===== config.mk =====
export PLATFORM = sky130hd
export DESIGN_NAME = dff_bank_arbiter
export DESIGN_NICKNAME = d
export VERILOG_FILES = /design/src/rtl/dff_bank_arbiter.sv
export SDC_FILE = /design/constraint.sdc
export NUM_CORES = 1
export LEC_CHECK = 0
export CAP_MARGIN = 20
export CORE_MARGIN = 1.5
export CORE_UTILIZATION = 47
export CTS_CLUSTER_SIZE = 24
export DETAILED_ROUTE_END_ITERATION = 7
export PLACE_DENSITY = 0.82
export SETUP_SLACK_MARGIN = 0.02
export SLEW_MARGIN = 20
export SYNTH_ARGS = -nofsm -noshare
export SYNTH_HDL_FRONTEND = slang
export SYNTH_SLANG_ARGS = --single-unit

===== constraint.sdc =====
create_clock -name clk -period 3.25 [get_ports clk]
set_input_delay 0.65 -clock clk [delete_from_list [all_inputs] [get_ports clk]]
set_output_delay 0.65 -clock clk [all_outputs]
set_load 0.01 [all_outputs]

===== src/rtl/dff_bank_arbiter.sv =====
// Round-robin controller that shares a bank of D flip-flop cells between requesters A and B,
// sequencing each load/preset/clear/read through GRANT, APPLY and CHECK and verifying the result.
module dff_bank_arbiter #(
  parameter int WIDTH = 8
) (
  input  logic             clk,
  input  logic             clr,
  input  logic             req_a,
  input  logic             req_b,
  input  logic [1:0]       op_a,
  input  logic [1:0]       op_b,
  input  logic [WIDTH-1:0] data_a,
  input  logic [WIDTH-1:0] data_b,
  output logic             gnt_a,
  output logic             gnt_b,
  output logic             done_a,
  output logic             done_b,
  output logic             err,
  output logic [WIDTH-1:0] rd_data,
  output logic             busy,
  output logic [WIDTH-1:0] ff_d,
  output logic [WIDTH-1:0] ff_pre,
  output logic [WIDTH-1:0] ff_clr,
  input  logic [WIDTH-1:0] ff_q
);

  localparam logic [1:0] OP_LOAD   = 2'b00;
  localparam logic [1:0] OP_PRESET = 2'b01;
  localparam logic [1:0] OP_CLEAR  = 2'b10;

  typedef enum logic [1:0] {
    S_IDLE  = 2'b00,
    S_GRANT = 2'b01,
    S_APPLY = 2'b10,
    S_CHECK = 2'b11
  } state_t;

  state_t           r_state;
  logic [1:0]       r_op;
  logic [WIDTH-1:0] r_data;
  logic [WIDTH-1:0] r_exp;
  logic             r_id;
  logic             r_last_b;
  logic             r_err;
  logic [WIDTH-1:0] r_rd_data;
  logic             r_gnt_a;
  logic             r_gnt_b;
  logic             r_done_a;
  logic             r_done_b;

  logic             w_win_b;
  logic             w_apply;

  // Value the cells must hold after APPLY; READ expects the contents seen on entry to APPLY.
  function automatic logic [WIDTH-1:0] f_expected(input logic [1:0]       op,
                                                  input logic [WIDTH-1:0] data,
                                                  input logic [WIDTH-1:0] q);
    case (op)
      OP_LOAD:   f_expected = data;
      OP_PRESET: f_expected = {WIDTH{1'b1}};
      OP_CLEAR:  f_expected = '0;
      default:   f_expected = q;
    endcase
  endfunction

  // On a tie the requester that did not win last time takes the grant.
  assign w_win_b = req_b & (~req_a | ~r_last_b);
  assign w_apply = (r_state == S_APPLY);

  always_ff @(posedge clk or posedge clr) begin
    if (clr) begin
      r_state   <= S_IDLE;
      r_op      <= OP_LOAD;
      r_data    <= '0;
      r_exp     <= '0;
      r_id      <= 1'b0;
      r_last_b  <= 1'b1;
      r_err     <= 1'b0;
      r_rd_data <= '0;
      r_gnt_a   <= 1'b0;
      r_gnt_b   <= 1'b0;
      r_done_a  <= 1'b0;
      r_done_b  <= 1'b0;
    end else begin
      r_gnt_a  <= 1'b0;
      r_gnt_b  <= 1'b0;
      r_done_a <= 1'b0;
      r_done_b <= 1'b0;
      case (r_state)
        S_IDLE: begin
          if (req_a || req_b) begin
            r_state  <= S_GRANT;
            r_id     <= w_win_b;
            r_last_b <= w_win_b;
            r_op     <= w_win_b ? op_b : op_a;
            r_data   <= w_win_b ? data_b : data_a;
            r_gnt_a  <= ~w_win_b;
            r_gnt_b  <= w_win_b;
          end
        end
        S_GRANT: begin
          r_state <= S_APPLY;
          r_exp   <= f_expected(r_op, r_data, ff_q);
        end
        S_APPLY: r_state <= S_CHECK;
        S_CHECK: begin
          r_state   <= S_IDLE;
          r_rd_data <= ff_q;
          r_err     <= (ff_q != r_exp);
          r_done_a  <= ~r_id;
          r_done_b  <= r_id;
        end
        default: r_state <= S_IDLE;
      endcase
    end
  end

  // Cells capture d on every edge, so outside a LOAD in APPLY they recirculate their own output.
  always_comb begin
    ff_pre = '0;
    ff_clr = '0;
    ff_d   = ff_q;
    if (w_apply) begin
      case (r_op)
        OP_LOAD:   ff_d   = r_data;
        OP_PRESET: ff_pre = {WIDTH{1'b1}};
        OP_CLEAR:  ff_clr = {WIDTH{1'b1}};
        default:   ff_d   = ff_q;
      endcase
    end
  end

  assign gnt_a   = r_gnt_a;
  assign gnt_b   = r_gnt_b;
  assign done_a  = r_done_a;
  assign done_b  = r_done_b;
  assign err     = r_err;
  assign rd_data = r_rd_data;
  assign busy    = (r_state != S_IDLE);

endmodule


# Yosys cells after proc, flatten, opt, wreduce, memory -nomap -nowiden
# Cells that the tools add are included.
# totals
mem_bits_ro	0
wordCells	47
latch_bits	0
output_inout_bits	38
reg_bits	35
mem_bits_rw	0
in_bits	32
memories	0
# classes
n_mux	17
n_shift	0
reduce_logical	5
order_cmp	0
bitwise	6
div_mod_pow	0
add_sub_neg	0
multipliers	0
n_eq_ne	7
# op_table
op	n
two-way mux 8 bit	7
one-hot mux 8 bit (3 select lines)	1
!= test 8 bit	1
one-hot mux 2 bit (4 select lines)	1
equality test 2 bit, second input constant	3
two-way mux 1 bit	6
equality test 2 x 1 -> 1 bit, second input constant	2
logical NOT 2 bit	2
two-way mux 2 bit	2
NOT 1 bit	4
!= test 2 bit, second input constant	1
AND reduction 2 bit	1
nonzero test 2 bit	1
AND 1 bit	1
logical OR 1 bit	1
bitwise OR 1 bit	1

# Depth between registers and ports, before layout
# logic_depth
word_depth	6
ltp_mapped	6
ltp_nobuf	5

# Worst setup path after synthesis
# No wires, ideal clock.
# synth_path
path_kind	reg-to-output
start	reg r_state[0]
end	out ff_clr[1]
path_buffers	1
t_arrival_ns	1.602
slack_ns	0.998
path_stages_with_launch	5
t_required_ns	2.600
cell_sequence	dfrtp_1 > inv_1 > ha_1 > nor3b_1 > buf_4
# synth_between
elab_chain_len	2
# synth_lines
item	line	source
from (decl)	38	state_t r_state;
from (signal assigned)	72	r_state <= S_IDLE;
from (signal assigned)	92	r_state <= S_GRANT;
from (signal assigned)	102	r_state <= S_APPLY;
equality test 2 bit	68	assign w_apply = (r_state == S_APPLY);
two-way mux 8 bit	123	if (w_apply) begin
to (decl)	23	output logic [WIDTH-1:0] ff_clr,
# No other way between the ends.

# Final worst setup path
# layout_path
start	reg r_state[0]
end	out ff_d[0]
# layout_between
elab_chain_len	2
# layout_lines
item	line	source
equality test 2 bit	68	
two-way mux 8 bit	123	
to (decl)	21	output logic [WIDTH-1:0] ff_d,
# No other way between the ends.

==> qor.csv <==
metric;value;unit
post-CTS setup buffers;0;
Core Rows;22;
Post-Route Skew;0.00816;ns
largest net degree at the start of global routing;23;
Syn Area/Cell;10.8;um2
Setup Viol. Count Final;0;
vias in the first global route;1321;
Synth Area in Simple Gates;9.57;%
Placer Congestion;0.830;
Leak;1.10;nW
outcome;finished, final reports clean;
Post-Synthesis Cells;173;
fraction of layout cells with a size suffix above 1;15.7;%
commonest cells after routing, fill and taps aside;clkdlybuf4s50_1 (69), dfrtp_1 (34), mux2_2 (24);
clock slew at reported path FFs;0.07;ns
Max Cap Violations;0;
Slew @ Worst Pin;0.729;ns
Top FF cell, synth;dfrtp_1;
most common cell after layout, fill and taps aside;clkdlybuf4s50_1;
CP max FO;8;
Avg WL per Cell;12.7;um
Max clock buf depth;2;
total gr overflow;0;
Root Driver;clkbuf_8;
largest family of logic cells by synthesized area;multiplexers;
placed cell areas;2480;um2
Seq/Total Area, Yosys;46.9;%
Final Hold Fails;0;
die area;4360;um2
diode count;0;
CTS tree;built;
Syn. warnings;0;
Power Density;854;nW/um2
number of synthesized flops with an enable pin;0;
Synth Area in Adders;2.68;%
Initial DRT Pass Iterations;4;
Min Clock Period, post-route;2.96;ns
Die Ht;66.1;um
Layout area overhead;37.4;%
Post-synth ARST share;100;%
Critical Path Sink Type;output port;
vias per inst;4.94;
met1 Track Usage GR;23.9;%
post-route setup TNS;0;ns
number of clock sinks;35;
final worst-path cycle share;91.2;%
GRT Max-Usage Layer;met2;
Initial Utilization;49.9;%
Slew Limit Fails;0;
CTS resizes;0;
# hold bufs at CTS;0;
global routing met3 resource utilization;4.60;%
kind of critical path;reg2out;
Peak VDD IR;460;uV
Routed WL;3510;um
WP data required;2.60;ns
Critical Path AT;2.31;ns
critical path startpoint;r_state[0];
layout net count;265;
DP HPWL;2780;um
initial antenna violation count;0;
clk_lat worst skew;0.28;ns
die width;66.1;um
Core Region;3740;um2
first-pass GRT wire length;6130;um
initial DRC count;49;
hold path start;r_id;
Seq cells post-synth;35;
Max Clk Rate;0.338;GHz
total CTS buffers;5;
Mapped Area;1870;um2
Synth Area in XOR/XNOR;3.75;%
Antenna Violating Nets Remaining;0;
Hold Path Class;reg2reg;
Tot GR Track Use;18.5;%
PortBufs;69;
reg2reg start;r_last_b;
I/O pins;70;
# H-tree levels;2;
critical path launch point type;flop;
mux contribution to synthesized area;19.8;%
RSZ-0062 raised after global routing;no;
design area;2570;um2
Max-slew headroom;51.1;%
grt met2 use;29.8;%
Via Count;1367;
fraction of the mapped netlist area in compound gates;7.83;%
fillers;314;
DRC;0;
syn nets;209;
Yosys cell types;26;
==> worst max-delay path: stages (launching register included) <==
cell	delay (ns)
dfrtp_1	0.40
inv_1	0.12
ha_1	0.21
nor3b_4	0.43
mux2_2	0.39
clkdlybuf4s50_1	0.49
==> power by group <==
group / total [mW] / switching, mW / internal [mW]
Clock: 0.309 / 0.143 / 0.166
Combinational: 1.07 / 0.444 / 0.622
Sequential: 0.819 / 0.171 / 0.648
==> area by class of cell <==
type                    instances  area [um2]  area share [%]
flip-flops and latches         35         877            34.1
multi-input cells             110         816            31.8
repair buffers                 71         706            27.5
clock buffers                   6        82.6            3.21
well taps                      48        60.1            2.34
inverters                       6        22.5           0.877
clock inverters                 1        5.00           0.195
==> cell usage after synthesis (3+ instances only) <==
library cell,instances,area share [%]
inv_1,6,1.2
buf_2,3,0.80
xor2_1,8,3.7
buf_4,14,5.6
nand2_1,18,3.6
mux2_2,24,14
o21ai_0,10,2.7
mux2i_1,10,5.4
clkbuf_1,3,0.60
a31oi_1,3,1.0
ha_1,4,2.7
a21oi_1,8,2.1
nor2_1,11,2.2
dfrtp_1,34,46
==> layer usage <==
| layer | wire length, um | share of wire (%) |
|---|---|---|
| met3 | 169 | 4.8 |
| met1 | 1570 | 45 |
| met2 | 1740 | 50 |
| met4 | 27 | 0.77 |
| met5 | 0 | 0 |
==> worst paths after layout <==
| path | cells after the start | end | slack, ns |
|---|---|---|---|
| worst max register to register | 3 | r_op[0] | 1.80 |
| worst min register to register | 1 | done_a | 0.49 |
| worst min-delay path | 1 | done_a | 0.49 |
| max in group asynchronous | 3 | rd_data[5] | 1.81 |
| min in group asynchronous | 2 | r_state[0] | 0.77 |
| worst max-delay path | 5 | ff_d[0] | 0.29 |
==> flip-flops by register name, summed over array words and instances, names as in the netlist <==
| register | cells |
|---|---|
| r_op | 2 |
| err | 1 |
| r_id | 1 |
| done_a | 1 |
| gnt_b | 1 |
| r_data | 8 |
| rd_data | 8 |
| r_exp | 8 |
| done_b | 1 |
| gnt_a | 1 |
| r_last_b | 1 |
| r_state | 2 |
==> cell families after synthesis <==
group	count (synthesis)
AND/OR/NAND/NOR	38
flip-flops	35
multiplexers	34
buffers and inverters	28
AO/OA/AOI/OAI	26
XOR/XNOR	8
adder cells (fa/ha/maj)	4
==> through the flow <==
| step | cells | utilization (%) | hold WS, ns | total power, mW | setup slack, ns |
|---|---|---|---|---|---|
| 4_1_cts | 277 | 68.6 | 0.487 | 2.21 | 0.270 |
| 3_3_place_gp | 270 | 66.3 | 0.475 | 1.86 | 0.619 |
| 6_report | 277 | 68.6 | 0.493 | 2.19 | 0.287 |
| 3_5_place_dp | 270 | 66.3 | 0.480 | 1.90 | 0.578 |
| 5_1_grt | 277 | 68.6 | 0.506 | 2.38 | 0.122 |
| 2_1_floorplan | 173 | - | 0.418 | 1.51 | 0.998 |
(Power assumes the default switching activity.)
